## config.mk

```make
export PLATFORM = sky130hd
export DESIGN_NAME = count_seq_monitor
export DESIGN_NICKNAME = d
export VERILOG_FILES = /design/src/rtl/count_seq_monitor.sv
export SDC_FILE = /design/constraint.sdc
export NUM_CORES = 1
export LEC_CHECK = 0
export BUFFER_PORTS_ARGS = -buffer_cell sky130_fd_sc_hd__buf_2
export CAP_MARGIN = 15
export CORE_ASPECT_RATIO = 2
export CORE_MARGIN = 1
export CORE_UTILIZATION = 55
export CTS_CLUSTER_DIAMETER = 80
export CTS_CLUSTER_SIZE = 40
export DETAILED_ROUTE_END_ITERATION = 6
export GPL_TIMING_DRIVEN = 0
export PLACE_DENSITY = 0.9
export SYNTH_ARGS = -nofsm -noshare
export SYNTH_HDL_FRONTEND = slang
export SYNTH_SLANG_ARGS = --single-unit
```

## constraint.sdc

```tcl
create_clock -name i_clk -period 4.9 [get_ports i_clk]
set_input_delay 0.98 -clock i_clk [delete_from_list [all_inputs] [get_ports i_clk]]
set_output_delay 0.98 -clock i_clk [all_outputs]
set_load 0.005 [all_outputs]
```

## src/rtl/count_seq_monitor.sv

```systemverilog
// Monitors a free-running count and checks that each sample advances by +1 (mod 2^WIDTH).
// Reports wraps, compare matches and sequence errors, and keeps wrap and saturating error counts.
module count_seq_monitor #(
   parameter int WIDTH  = 4,
   parameter int WRAP_W = 8,
   parameter int ERR_W  = 4,
   parameter int LOCK_N = 2
) (
   input  logic              i_clk,
   input  logic              i_rst_n,
   input  logic              i_en,
   input  logic              i_clear,
   input  logic [WIDTH-1:0]  i_cnt,
   input  logic [WIDTH-1:0]  i_cmp_val,
   output logic              o_wrap_pulse,
   output logic              o_match_pulse,
   output logic              o_seq_err,
   output logic              o_err_sticky,
   output logic              o_locked,
   output logic [WRAP_W-1:0] o_wrap_cnt,
   output logic [ERR_W-1:0]  o_err_cnt,
   output logic [1:0]        o_state
);

   localparam int GOOD_W = $clog2(LOCK_N + 1);

   typedef enum logic [1:0] {
      ST_UNSYNC  = 2'b00,
      ST_RESYNC  = 2'b01,
      ST_TRACK   = 2'b10,
      ST_ILLEGAL = 2'b11
   } state_t;

   state_t             r_state;
   logic [WIDTH-1:0]   r_prev;
   logic [GOOD_W-1:0]  r_good;

   logic [WIDTH-1:0]   w_prev_inc;
   logic [GOOD_W-1:0]  w_good_inc;
   logic               w_inc;
   logic               w_hold;
   logic               w_checking;
   logic               w_bad_evt;
   logic               w_wrap_evt;
   logic               w_lock_hit;
   logic               w_err_sat;

   assign w_prev_inc = r_prev + {{(WIDTH-1){1'b0}}, 1'b1};
   assign w_good_inc = r_good + {{(GOOD_W-1){1'b0}}, 1'b1};
   assign w_inc      = (i_cnt == w_prev_inc);
   assign w_hold     = (i_cnt == r_prev);
   // Step checks only apply once a previous sample has been captured.
   assign w_checking = i_en && ((r_state == ST_RESYNC) || (r_state == ST_TRACK));
   assign w_bad_evt  = w_checking && !w_inc && !w_hold;
   assign w_wrap_evt = w_checking && w_inc && (r_prev == {WIDTH{1'b1}});
   assign w_lock_hit = (w_good_inc == GOOD_W'(LOCK_N));
   assign w_err_sat  = (o_err_cnt == {ERR_W{1'b1}});
   assign o_state    = r_state;

   // Step-tracking FSM, statistics counters and registered event outputs.
   always_ff @(posedge i_clk or negedge i_rst_n) begin
      if (!i_rst_n) begin
         r_state       <= ST_UNSYNC;
         r_prev        <= {WIDTH{1'b0}};
         r_good        <= {GOOD_W{1'b0}};
         o_wrap_pulse  <= 1'b0;
         o_match_pulse <= 1'b0;
         o_seq_err     <= 1'b0;
         o_err_sticky  <= 1'b0;
         o_locked      <= 1'b0;
         o_wrap_cnt    <= {WRAP_W{1'b0}};
         o_err_cnt     <= {ERR_W{1'b0}};
      end else if (i_clear) begin
         r_state       <= ST_UNSYNC;
         r_prev        <= {WIDTH{1'b0}};
         r_good        <= {GOOD_W{1'b0}};
         o_wrap_pulse  <= 1'b0;
         o_match_pulse <= 1'b0;
         o_seq_err     <= 1'b0;
         o_err_sticky  <= 1'b0;
         o_locked      <= 1'b0;
         o_wrap_cnt    <= {WRAP_W{1'b0}};
         o_err_cnt     <= {ERR_W{1'b0}};
      end else begin
         o_wrap_pulse  <= w_wrap_evt;
         o_seq_err     <= w_bad_evt;
         o_match_pulse <= i_en && (i_cnt == i_cmp_val);
         o_err_sticky  <= o_err_sticky | w_bad_evt;

         if (w_wrap_evt) begin
            o_wrap_cnt <= o_wrap_cnt + {{(WRAP_W-1){1'b0}}, 1'b1};
         end else begin
            o_wrap_cnt <= o_wrap_cnt;
         end

         if (w_bad_evt && !w_err_sat) begin
            o_err_cnt <= o_err_cnt + {{(ERR_W-1){1'b0}}, 1'b1};
         end else begin
            o_err_cnt <= o_err_cnt;
         end

         if (i_en) begin
            r_prev <= i_cnt;
         end else begin
            r_prev <= r_prev;
         end

         case (r_state)
            ST_UNSYNC: begin
               if (i_en) begin
                  r_good   <= {GOOD_W{1'b0}};
                  r_state  <= ST_RESYNC;
                  o_locked <= 1'b0;
               end else begin
                  r_state  <= ST_UNSYNC;
               end
            end
            ST_RESYNC: begin
               if (i_en && w_inc) begin
                  r_good <= w_good_inc;
                  if (w_lock_hit) begin
                     r_state  <= ST_TRACK;
                     o_locked <= 1'b1;
                  end else begin
                     r_state  <= ST_RESYNC;
                  end
               end else if (w_bad_evt) begin
                  r_good  <= {GOOD_W{1'b0}};
                  r_state <= ST_RESYNC;
               end else begin
                  r_state <= ST_RESYNC;
               end
            end
            ST_TRACK: begin
               if (w_bad_evt) begin
                  r_good   <= {GOOD_W{1'b0}};
                  r_state  <= ST_RESYNC;
                  o_locked <= 1'b0;
               end else begin
                  r_state  <= ST_TRACK;
               end
            end
            default: begin
               // Unreachable code: recover to a fresh capture on the next edge.
               r_good   <= {GOOD_W{1'b0}};
               r_state  <= ST_UNSYNC;
               o_locked <= 1'b0;
            end
         endcase
      end
   end

endmodule

```

=== Yosys cells after proc, flatten, opt, wreduce, memory -nomap -nowiden ===
Cells that the tools add are included.

* Register bits: 25
* Input bits: 12
* Output and inout bits: 19
* Logic and storage cells: 71

* Add/sub/neg operators: 4
* Equality and inequality tests: 12
* Multiplexer cells: 27
* Bitwise operators: 1
* Reductions and logical operators: 17

{| class="wikitable"
|+ Operator list
! operator !! number
|-
| 2-bit two-way mux || 8
|-
| 4-bit two-way mux || 4
|-
| 8-bit two-way mux || 2
|-
| 4-bit == test || 3
|-
| 2-bit case mux with 3 select lines || 2
|-
| 1-bit two-way mux || 10
|-
| 3-bit != test (second input constant) || 3
|-
| 4-bit by 1-bit adder with 4-bit output (second input constant) || 2
|-
| 8-bit by 1-bit adder with 8-bit output (second input constant) || 1
|-
| 4-bit == test (second input constant) || 2
|-
| 1-bit logical AND || 8
|-
| 2-bit nonzero test || 3
|-
| 2-bit == test (second input constant) || 2
|-
| 4-bit AND reduction || 1
|-
| 1-bit logical NOT || 3
|-
| 3-bit by 2-bit != test with 1-bit output (second input constant) || 1
|-
| 1-bit case mux with 3 select lines || 1
|-
| 2-bit by 1-bit adder with 2-bit output (second input constant) || 1
|-
| 2-bit by 1-bit == test with 1-bit output (second input constant) || 1
|-
| 2-bit logical NOT || 1
|-
| 1-bit logical OR || 1
|-
| 1-bit bitwise OR || 1
|}

=== Logic depth before layout (Yosys ltp) ===
Gate-level depths: netlist (run 1).

* Word-level depth: 9
* Depth in mapped cells: 7
* Gate-level depth less buffers: 7

=== Least setup slack after synthesis (run 1) ===
OpenSTA, ideal clock, no wires.

* Kind: input-to-reg
* From: input port i_en
* To: register o_wrap_cnt[6]
* Arrival: 2320 ps
* Required time: 4822 ps
* Path slack: 2502 ps
* Stages: 5
* Buffers on the path: 1
* Path through: clkbuf_1 -> and3_1 -> nand3_2 -> or4_1 -> a21oi_1

* Longest elaborated chain between the ends: 4

{| class="wikitable"
|+ RTL lines
! item !! RTL line !! source
|-
| from (decl) || 11 || <nowiki>input logic i_en,</nowiki>
|-
| 1-bit logical AND || 53 || <nowiki>assign w_checking = i_en && ((r_state == ST_RESYNC) || (r_state == ST_TRACK));</nowiki>
|-
| 1-bit logical AND (2 in series) || 55 || <nowiki>assign w_wrap_evt = w_checking && w_inc && (r_prev == {WIDTH{1'b1}});</nowiki>
|-
| 2-bit nonzero test (no source line) || -- ||
|-
| to (signal assigned) || 71 || <nowiki>o_wrap_cnt <= {WRAP_W{1'b0}};</nowiki>
|-
| to (signal assigned) || 82 || <nowiki>o_wrap_cnt <= {WRAP_W{1'b0}};</nowiki>
|-
| to (signal assigned) || 91 || <nowiki>o_wrap_cnt <= o_wrap_cnt + {{(WRAP_W-1){1'b0}}, 1'b1};</nowiki>
|-
| to (decl) || 20 || <nowiki>output logic [WRAP_W-1:0] o_wrap_cnt,</nowiki>
|}

No other way between the ends.
A chain may end at the register's enable or synchronous reset.

=== Final worst setup path (run 1) ===
* From: input port i_en
* To: register o_err_cnt[2]

* Longest elaborated chain between the ends: 5

{| class="wikitable"
|+ RTL lines
! item !! RTL line !! source
|-
| 1-bit logical AND || 53 ||
|-
| 1-bit logical AND (2 in series) || 54 || <nowiki>assign w_bad_evt = w_checking && !w_inc && !w_hold;</nowiki>
|-
| 1-bit logical AND || 96 || <nowiki>if (w_bad_evt && !w_err_sat) begin</nowiki>
|-
| 2-bit nonzero test (no source line) || -- ||
|-
| to (signal assigned) || 72 || <nowiki>o_err_cnt <= {ERR_W{1'b0}};</nowiki>
|-
| to (signal assigned) || 97 || <nowiki>o_err_cnt <= o_err_cnt + {{(ERR_W-1){1'b0}}, 1'b1};</nowiki>
|-
| to (signal assigned) || 99 || <nowiki>o_err_cnt <= o_err_cnt;</nowiki>
|-
| to (decl) || 21 || <nowiki>output logic [ERR_W-1:0] o_err_cnt,</nowiki>
|}

No other way between the ends.

==> results of run 1 <==
==> sequential cells by signal, indices dropped and copies added (netlist names) <==
| name | count |
|---|---|
| o_err_cnt | 4 |
| o_err_sticky | 1 |
| o_locked | 1 |
| o_match_pulse | 1 |
| o_seq_err | 1 |
| o_state | 2 |
| o_wrap_cnt | 8 |
| o_wrap_pulse | 1 |
| r_good | 2 |
| r_prev | 4 |
==> path summary, 6_finish.rpt <==
path	start	end	slack, ns	cells past startpoint
min	o_err_sticky	o_err_sticky	0.50	2
max	i_en	o_err_cnt[2]	2.45	6
max in group asynchronous	i_rst_n	r_good[0]	3.86	1
max reg2reg	r_prev[0]	r_good[1]	2.57	5
min reg2reg	o_err_sticky	o_err_sticky	0.50	2
min in group asynchronous	i_rst_n	o_wrap_cnt[5]	0.68	1
==> final cells by class <==
type | instances | area share, %
plain buffers | 3 | 0.6541
clock buffers | 3 | 2.398
clock inverters | 1 | 0.2907
inverters | 9 | 1.962
multi-input cells | 113 | 47.89
flip-flops and latches | 25 | 36.34
well taps | 28 | 2.035
repair buffers | 29 | 8.430
==> kinds of logic after synthesis <==
kind of cell	share of synthesized area [%]
AO/OA/AOI/OAI	13.31
XOR/XNOR	11.88
adder cells (fa/ha/maj)	6.695
buffers and inverters	3.012
flip-flops	41.84
multiplexers	2.678
AND/OR/NAND/NOR	20.58
==> cells in the mapped netlist (all sizes together) <==
master	number	area (µm²)
and4	1	10.01
nor3	3	15.01
xor2	6	60.06
nor4b	1	8.760
o31ai	2	15.01
dfrtp	25	625.6
or4	2	15.01
clkbuf	2	7.510
a211oi	1	7.510
nor2b	3	18.77
xnor2	9	93.84
a41oi	1	8.760
a222oi	1	10.01
nand3b	2	15.01
or3	2	12.51
a31oi	1	6.260
o22ai	1	6.260
a311oi	1	8.760
a32oi	1	8.760
nand3	9	55.05
o311ai	1	8.760
o211ai	2	15.01
nand4	5	31.28
a22o	1	8.760
o41ai	1	8.760
xor3	1	23.77
ha	8	100.1
nor2	18	67.56
and3	3	18.77
nor4	2	12.51
a22oi	2	15.01
mux2i	4	40.04
o21ai	4	23.77
o21a	1	7.510
inv	9	33.78
a21oi	6	30.03
nand2b	2	12.51
a32o	1	10.01
nand2	4	15.01
buf	1	3.750
==> where the power goes <==
part / total (mW) / switching, mW / internal (mW)
logic: 0.0650 / 0.0405 / 0.0245
clock network: 0.124 / 0.0665 / 0.0570
registers: 0.216 / 0.00543 / 0.210
total: 0.404 / 0.112 / 0.292
==> per-layer routing <==
layer  track usage, %  vias up  share of wire (%)
met4            14.56        0                2.9
met3            2.624        9                3.2
met2            52.59       51                 58
met5                0        -                  0
met1            28.32      664                 36
li1                 -      615                  -
==> critical path, cell delays in order <==
cell      delay [ns]
clkbuf_1        0.38
nand2_1         0.13
a41oi_1         0.37
o21a_1          0.38
a21oi_1         0.12
a311oi_1        0.26
==> impl_metrics.tcl, run 1 <==
set metrics [dict create \
    leakage_nw 0.8212 \
    clk-insertion-delay-late_ns 0.27 \
    powerDensity_mw_per_mm2 234.9 \
    maxSlewHeadroom_pct 63.78 \
    grtUsageTotal_pct 27.94 \
    worst_ep_arrival_time_ns 2.63 \
    final.min_clock_period_ns 2.454 \
    netlist_area_mm2 0.001495 \
    skew_ns 0.002574 \
    antenna_left 0 \
    synthToLayoutAreaGrowth_pct 15.15 \
    hold_slack_ns 0.5037 \
    floorplan.initialDensity_pct 58.18 \
    crit_fanout 10 \
    cts-htree-levels 1 \
    worstMarginPinSlew_ns 0.5433 \
    synth_fp_nets 170 \
    maxSlewViolCount 0 \
    floorplan.rows 26 \
    finish.cell_count_without_fillers 211 \
    n_fill_cell 210 \
    synthesis.area_per_instance_um2 9.968 \
    cts_buffers 3 \
    synth_cell_type_count 44 \
    drc 0 \
    status "finished clean" \
    pre_cts_ws_ns 2.214 \
    grt_max_degree 26 \
    vias 1339 \
    number_of_buffers_inserted_for_hold_repair_after_clock_tree_synthesis 0 \
    die-area_mm2 0.002944 \
    critPathCaptureType "flop" \
    placedCellCount 207 \
    global_route_wire_length_before_repair_um 5871 \
    max-clock-path-buffers 2 \
    ff_latch_area_um2 625.6 \
    sum_of_overflow_across_all_layers_after_global_routing 0 \
    ioPinCount 31 \
    synth_seq_cells 25 \
    clock_sinks 25 \
    rsz0062_at_grt "no" \
    post_cts_resize_count 0 \
    io_buffer_count 29 \
    min-delay-path-class "flop to flop" \
    post_dp_cell_area_mm2 0.001675 \
    floorplan.die.width_um 38.87 \
    floorplan.die.height_um 75.74 \
    dr.pass1.iters 6 \
    layout_commonest_cell "buf_2" \
    worstSetupStartpointType "primary input" \
    timing.fmax_mhz 407.6 \
    vias_per_cell 6.346 \
    synthesis.instances 150 \
    dp_hpwl_um 2650 \
    criticalPathCategory "primary input to flop" \
    grt_antenna_before_repair 0 \
    postRouteWirelength_um 3554 \
    post-route-period-util_pct 50.07 \
    setup_viol 0 \
    ys_seq_area_share_pct 41.84 \
    core_area_mm2 0.002570 \
    multi_input_area_um2 824.5 \
    finish.net_count 204 \
    clkTransAtPathRegs_ns 0.09 \
    timing.critical_path.required_ns 5.08 \
    layout_common_cells "29 x buf_2, 25 x dfrtp_1, 18 x nor2_1" \
    post_cts_repair_setup_buffers 0 \
    insertedDiodeCount 0 \
    max_cap_viol_count 0 \
    routed_wire_length_per_instance_um 16.84 \
    drt_first_iter_violations 56 \
    layout-drive-gt1-share_pct 21.86 \
    vdd_drop_max_mv 0.1778 \
    hold_viol 0 \
    finalInstanceArea_mm2 0.001722 \
    gp_congestion 0.8757 \
    cts.root.buffer_cell "clkbuf_8" \
    tritoncts "built" \
    synth-warning-count 0 \
    final.setup.tns_ns 0 \
    final_critical_path_setup_slack_ns 2.446 \
    layout.core_utilization_pct 66.99 \
    p_total_uw 404.4 \
    grt_pass1_vias 1412 \
]
Power figures use the tool's default switching activity.
==> run 2, diff against run 1 <==
--- a/config.mk
+++ b/config.mk
@@ -9,12 +9,12 @@
 export CAP_MARGIN = 15
 export CORE_ASPECT_RATIO = 2
 export CORE_MARGIN = 1
-export CORE_UTILIZATION = 55
+export CORE_UTILIZATION = 54
 export CTS_CLUSTER_DIAMETER = 80
 export CTS_CLUSTER_SIZE = 40
 export DETAILED_ROUTE_END_ITERATION = 6
 export GPL_TIMING_DRIVEN = 0
-export PLACE_DENSITY = 0.9
+export PLACE_DENSITY = 0.89
 export SYNTH_ARGS = -nofsm -noshare
 export SYNTH_HDL_FRONTEND = slang
 export SYNTH_SLANG_ARGS = --single-unit
==> constraint.sdc (replaced) <==
create_clock -name i_clk -period 2.4 [get_ports i_clk]
set_input_delay 0.48 -clock i_clk [delete_from_list [all_inputs] [get_ports i_clk]]
set_output_delay 0.48 -clock i_clk [all_outputs]
set_load 0.005 [all_outputs]
==> run 2 against run 1 <==
  * Non-clock buffer count stayed put
  * Routed wire length is 1.1% lower
  * Core utilization is 0.74 points lower
  * Via count is 3.0% lower
  * Register-to-register slack worse by 2.4 ns
  * First-iteration DRC count is 38% lower
  * Setup slack worse by 2.3 ns
  * Total power is 100% higher
  * Sequential power is 100% higher
  * Global-route usage is 2.3 points lower
  * Largest cell class unchanged
  * Largest power group unchanged
==> impl_metrics.tcl, run 2 (synthesis results as in run 1) <==
set metrics [dict create \
    final_critical_path_setup_slack_ns 0.1380 \
    clkTransAtPathRegs_ns 0.09 \
    floorplan.die.height_um 76.42 \
    gp_congestion 0.8222 \
    grtUsageTotal_pct 25.66 \
    top_register "o_wrap_cnt" \
    r2r_cells 6 \
    reg.largest.list "o_wrap_cnt: 8 flops, o_err_cnt: 4 flops, r_prev: 4 flops" \
    io_buffer_count 29 \
    min-delay-path-class "primary input to asynchronous set/reset pin" \
    antenna_left 0 \
    hold_viol 0 \
    number_of_buffers_inserted_for_hold_repair_after_clock_tree_synthesis 0 \
    final.setup.tns_ns 0 \
    dp_hpwl_um 2734 \
    floorplan.initialDensity_pct 57.45 \
    grt_pass1_vias 1308 \
    post_cts_resize_count 0 \
    cts.root.buffer_cell "clkbuf_8" \
    global_route_wire_length_before_repair_um 5609 \
    synthToLayoutAreaGrowth_pct 15.31 \
    worstSetupStartpointType "flop" \
    placedCellCount 207 \
    critical_path.slowest_cell "dfrtp_1" \
    floorplan.rows 26 \
    post_cts_repair_setup_buffers 0 \
    pre_cts_ws_ns 0.1761 \
    powerDensity_mw_per_mm2 480.7 \
    core_area_mm2 0.002603 \
    timing.fmax_mhz 442.1 \
    maxSlewHeadroom_pct 63.72 \
    leakage_nw 0.8174 \
    vias_per_cell 6.156 \
    cp_top_family "simple AND/OR/NAND/NOR gates" \
    die-area_mm2 0.002996 \
    timing.critical_path.slowest_cell_delay_ns 0.47 \
    use_met3_pct 2.041 \
    crit_fanout 5 \
    setup_viol 0 \
    post-route-period-util_pct 94.25 \
    drc 0 \
    cts-htree-levels 1 \
    vias 1299 \
    drt_first_iter_violations 35 \
    criticalPathCategory "flop to flop" \
    grt_antenna_before_repair 0 \
    top_usage_layer "met2" \
    insertedDiodeCount 0 \
    skew_ns 0.005198 \
    clk-insertion-delay-late_ns 0.27 \
    layout_common_cells "29 x buf_2, 25 x dfrtp_1, 18 x nor2_1" \
    tritoncts "built" \
    layout_commonest_cell "buf_2" \
    layout-drive-gt1-share_pct 21.86 \
    use_met1_pct 27.54 \
    ioPinCount 31 \
    global_route.usage.met2_pct 48.33 \
    rsz0062_at_grt "no" \
    largest_register_ffs 8 \
    maxSlewViolCount 0 \
    floorplan.die.width_um 39.21 \
    final.min_clock_period_ns 2.262 \
    vdd_drop_max_mv 0.4222 \
    crit_buf_inv 0 \
    grt_max_degree 26 \
    worstMarginPinSlew_ns 0.5443 \
    max-clock-path-buffers 2 \
    status "finished clean" \
    worst_ep_arrival_time_ns 2.43 \
    finish.cell_count_without_fillers 211 \
    dr.pass1.iters 4 \
    clock_sinks 25 \
    sum_of_overflow_across_all_layers_after_global_routing 0 \
    routed_wire_length_per_instance_um 16.65 \
    cts_buffers 3 \
    finish.net_count 204 \
    worstPathCellList "ha_1 -> xnor2_1 -> nand3_1 -> nor3_1 -> nand3b_1 -> a32o_1" \
    timing.critical_path.required_ns 2.57 \
    max_cap_viol_count 0 \
    postRouteWirelength_um 3514 \
    critPathCaptureType "flop" \
    timing.critical_path.depth 6 \
]
==> run 2: where the power goes <==
| part | internal (mW) | leakage [nW] | switching, mW |
|---|---|---|---|
| clock | 0.118 | 0.0217 | 0.139 |
| sequential | 0.430 | 0.344 | 0.0113 |
| combinational | 0.0502 | 0.451 | 0.0807 |
| total | 0.598 | 0.817 | 0.231 |
==> run 2: path summary, 6_finish.rpt <==
check                             start             to  slack, ns
max                           r_prev[0]      r_good[0]       0.14
min                             i_rst_n  o_wrap_cnt[6]       0.18
max reg2reg                   r_prev[0]      r_good[0]       0.14
min in group i_clk              i_clear   o_wrap_pulse       0.48
max in group asynchronous       i_rst_n      r_good[1]       1.86
min reg2reg                o_err_sticky   o_err_sticky       0.51
==> run 2: per-stage QoR <==
step	util [%]	cell area (µm²)	hold slack (ns)	power (mW)
2_1_floorplan	-	1495	0.1844	0.5290
3_3_place_gp	64.38	1675	0.4762	0.5695
3_5_place_dp	64.38	1675	0.4912	0.5785
4_1_cts	66.25	1724	0.1944	0.8281
5_1_grt	66.25	1724	0.2211	0.8563
6_report	66.25	1724	0.1786	0.8288
==> run 2: per-layer routing <==
metal  part of all wire (%)  wire, µm
met5                      0         0
met3                    2.2        77
met1                     37      1301
met2                     60      2092
met4                    1.2        42
==> run 2: cell type report <==
type / count / area (µm²)
Clock buffer: 3 / 41.29
Timing Repair Buffer: 29 / 145.1
Buffer: 3 / 11.26
Tap cell: 28 / 35.03
Sequential cell: 25 / 625.6
Fill cell: 234 / 878.3
Multi-Input combinational cell: 113 / 824.5
Clock inverter: 1 / 7.507
Inverter: 9 / 33.78
==> run 2: worst register-to-register path, stage by stage, from the launching register on <==
cell and delay [ns]:
dfrtp_1 0.47, ha_1 0.34, xnor2_1 0.27, nand3_1 0.22
nor3_1 0.44, nand3b_1 0.15, a32o_1 0.27
==> run 3, diff against run 2 <==
--- a/config.mk
+++ b/config.mk
@@ -5,16 +5,18 @@
 export SDC_FILE = /design/constraint.sdc
 export NUM_CORES = 1
 export LEC_CHECK = 0
+export ABC_AREA = 1
 export BUFFER_PORTS_ARGS = -buffer_cell sky130_fd_sc_hd__buf_2
 export CAP_MARGIN = 15
 export CORE_ASPECT_RATIO = 2
 export CORE_MARGIN = 1
-export CORE_UTILIZATION = 54
+export CORE_UTILIZATION = 55
 export CTS_CLUSTER_DIAMETER = 80
 export CTS_CLUSTER_SIZE = 40
 export DETAILED_ROUTE_END_ITERATION = 6
 export GPL_TIMING_DRIVEN = 0
 export PLACE_DENSITY = 0.89
+export SKIP_LAST_GASP = 1
 export SYNTH_ARGS = -nofsm -noshare
 export SYNTH_HDL_FRONTEND = slang
 export SYNTH_SLANG_ARGS = --single-unit
==> run 3 against run 2 <==
  * Global-route usage shrank 1.2 points
  * Non-clock buffer count shrank 1
  * Critical path depth grew 2
  * Clock skew grew 0.0024 ns
  * Cell count grew 24%
  * Register-to-register slack gained 0.47 ns
==> impl_metrics.tcl, run 3 <==
set metrics [dict create \
    io_buffer_count 30 \
    routed_wire_length_per_instance_um 13.05 \
    postSynth.asyncResetShare_pct 100.0 \
    setup_viol 0 \
    drt_first_iter_violations 43 \
    post_cts_repair_setup_buffers 0 \
    criticalPathCategory "flop to flop" \
    maxSlewViolCount 0 \
    synth_largest_type_area_fraction_pct 38.94 \
    powerDensity_mw_per_mm2 456.5 \
    number_of_buffers_inserted_for_hold_repair_after_clock_tree_synthesis 0 \
    worstSetupStartpointType "flop" \
    die-area_mm2 0.003154 \
    final_critical_path_setup_slack_ns 0.6035 \
    synth.largest_area_cell "dfrtp_1" \
    worst_r2r_startpoint "o_state[1]" \
    timing.rr.end "o_wrap_cnt[1]" \
    crit_fanout 6 \
    maxSlewHeadroom_pct 62.74 \
    global_route_wire_length_before_repair_um 5451 \
    synthToLayoutAreaGrowth_pct 14.49 \
    hold_viol 0 \
    gp_congestion 0.8139 \
    worstPathCellList "inv_1 -> ha_1 -> nand2_2 -> nor3_1 -> nand3_1 -> nand2_1 -> inv_2 -> a22o_1" \
    status "finished clean" \
    worst_setup_path_endpoint "o_wrap_cnt[1]" \
    critical_path.slowest_cell "dfrtp_1" \
    layout_common_cells "53 x nand2_1, 30 x buf_2, 25 x dfrtp_1" \
    grtUsageTotal_pct 24.45 \
    worstMarginPinSlew_ns 0.5589 \
    global_route.usage.met2_pct 46.94 \
    synth_enable_flop_cells 0 \
    synthesis.area_per_instance_um2 8.114 \
    synth_seq_cells 25 \
    top_register "o_wrap_cnt" \
    max_cap_viol_count 0 \
    layout_commonest_cell "nand2_1" \
    final.setup.tns_ns 0 \
    ys_seq_area_share_pct 38.94 \
    dp_hpwl_um 2714 \
    top_usage_layer "met2" \
    pre_cts_ws_ns 0.6348 \
    tritoncts "built" \
    n_fill_cell 260 \
    vias 1402 \
    core_area_mm2 0.002770 \
    critPathCaptureType "flop" \
    setup.worst_path.start "o_state[1]" \
    max-clock-path-buffers 2 \
    ioPinCount 31 \
    cts_buffers 3 \
    cts-htree-levels 1 \
    skew_ns 0.007645 \
    vias_per_cell 5.372 \
    synth_fp_nets 218 \
    timing.reg2reg.setup_slack_ns 0.60 \
    reg.largest.list "o_wrap_cnt: 8 flops, o_err_cnt: 4 flops, r_prev: 4 flops" \
    synth.top_cells.by_area "dfrtp_1 39%, nand2_1 12%, ha_1 6.2%" \
    clk-insertion-delay-late_ns 0.28 \
    rsz0062_at_grt "no" \
    leakage_nw 0.9478 \
    timing.critical_path.required_ns 2.57 \
    synthesis.instances 198 \
    yosys-top-cells-count "53 x nand2_1, 25 x dfrtp_1, 17 x inv_1, 14 x nand3_1, 12 x nor2_1" \
    vdd_drop_max_mv 0.3565 \
    antenna_left 0 \
    timing.critical_path.slowest_cell_delay_ns 0.42 \
    r2r_cells 8 \
    final.min_clock_period_ns 1.797 \
    largest_register_ffs 8 \
    cts.root.buffer_cell "clkbuf_8" \
    post_cts_resize_count 0 \
    post-route-period-util_pct 74.85 \
    min-delay-path-class "primary input to asynchronous set/reset pin" \
    grt_pass1_vias 1378 \
    grt_max_degree 26 \
    clkTransAtPathRegs_ns 0.09 \
    layout-drive-gt1-share_pct 28.45 \
    synth-main-ff-cell "dfrtp_1" \
    synth-warning-count 0 \
    postRouteWirelength_um 3405 \
    drc 0 \
    use_met1_pct 23.39 \
    synth_cell_type_count 36 \
    floorplan.die.height_um 78.43 \
    floorplan.die.width_um 40.22 \
    floorplan.rows 27 \
    netlist_area_mm2 0.001607 \
    worst_ep_arrival_time_ns 1.97 \
    use_met3_pct 1.695 \
    floorplan.initialDensity_pct 57.99 \
    finish.net_count 253 \
    sum_of_overflow_across_all_layers_after_global_routing 0 \
    dr.pass1.iters 4 \
    timing.fmax_mhz 556.6 \
    synth_most_common_cell "nand2_1" \
    grt_antenna_before_repair 0 \
    insertedDiodeCount 0 \
    clock_sinks 25 \
]
-- run 3: cell count changes after synthesis, moves of 4 or more --
cell,previous run,this run
inv_1,9,17
inv_2,0,7
mux2i_1,4,0
nand2_1,4,53
nand2_2,0,8
nand3_1,7,14
nand4_1,5,0
nor2_1,18,12
o21ai_1,0,5
-- run 3: worst min path at each step --
| stage | start | to | slack (ns) |
|---|---|---|---|
| floorplan | i_rst_n | o_err_cnt[0] | 0.18 |
| global placement | o_err_sticky | o_err_sticky | 0.47 |
| detailed placement | i_rst_n | o_wrap_cnt[1] | 0.50 |
| CTS | i_rst_n | o_err_cnt[0] | 0.20 |
| global route | i_rst_n | r_prev[0] | 0.24 |
| finish | i_rst_n | o_err_cnt[0] | 0.18 |
-- run 3: critical path, delay by kind of cell, from the launching register on --
family                   cells  cell delay [ns]
flip-flops                   1             0.42
AND/OR/NAND/NOR              4             0.59
adder cells (fa/ha/maj)      1             0.33
AO/OA/AOI/OAI                1             0.18
buffers and inverters        2             0.19
-- run 3: cell type report --
| type | count | area [µm²] | area share, % |
|---|---|---|---|
| clock inverters | 1 | 5.005 | 0.2721 |
| clock buffers | 3 | 41.29 | 2.245 |
| plain buffers | 1 | 3.754 | 0.2041 |
| flip-flops and latches | 25 | 625.6 | 34.01 |
| inverters | 27 | 103.9 | 5.646 |
| well taps | 29 | 36.28 | 1.973 |
| repair buffers | 30 | 150.1 | 8.163 |
| multi-input cells | 145 | 873.3 | 47.48 |
-- run 3: report_power, final --
part | leakage [nW] | internal (mW) | switching, mW | total [mW]
clock network | 0.0255 | 0.117 | 0.138 | 0.255
logic | 0.578 | 0.0491 | 0.0917 | 0.141
registers | 0.344 | 0.432 | 0.0126 | 0.444
total | 0.948 | 0.597 | 0.242 | 0.840
-- run 3: metal layers --
metal,vias to the layer above,wire length (µm)
li1,702,-
met5,-,0
met4,0,87
met2,38,1983
met1,653,1252
met3,9,82
-- run 3: kinds of logic after synthesis --
logic type	share of synthesized area, %
fa+ha+maj	6.231
buf+inv	6.698
flops	38.94
xor+xnor	5.374
compound gates	9.580
simple gates	33.18
-- run 3: per-stage QoR --
stage                     power, mW  hold WS, ns  std cells  utilization, %  area, µm²
after floorplan              0.5438       0.1844        198               -       1607
after global placement       0.5879       0.4743        257           64.72       1793
after detailed placement     0.5933       0.4961        257           64.72       1793
after CTS                    0.8421       0.2004        261           66.40       1839
after global routing         0.8722       0.2421        261           66.40       1839
final                        0.8397       0.1825        261           66.40       1839
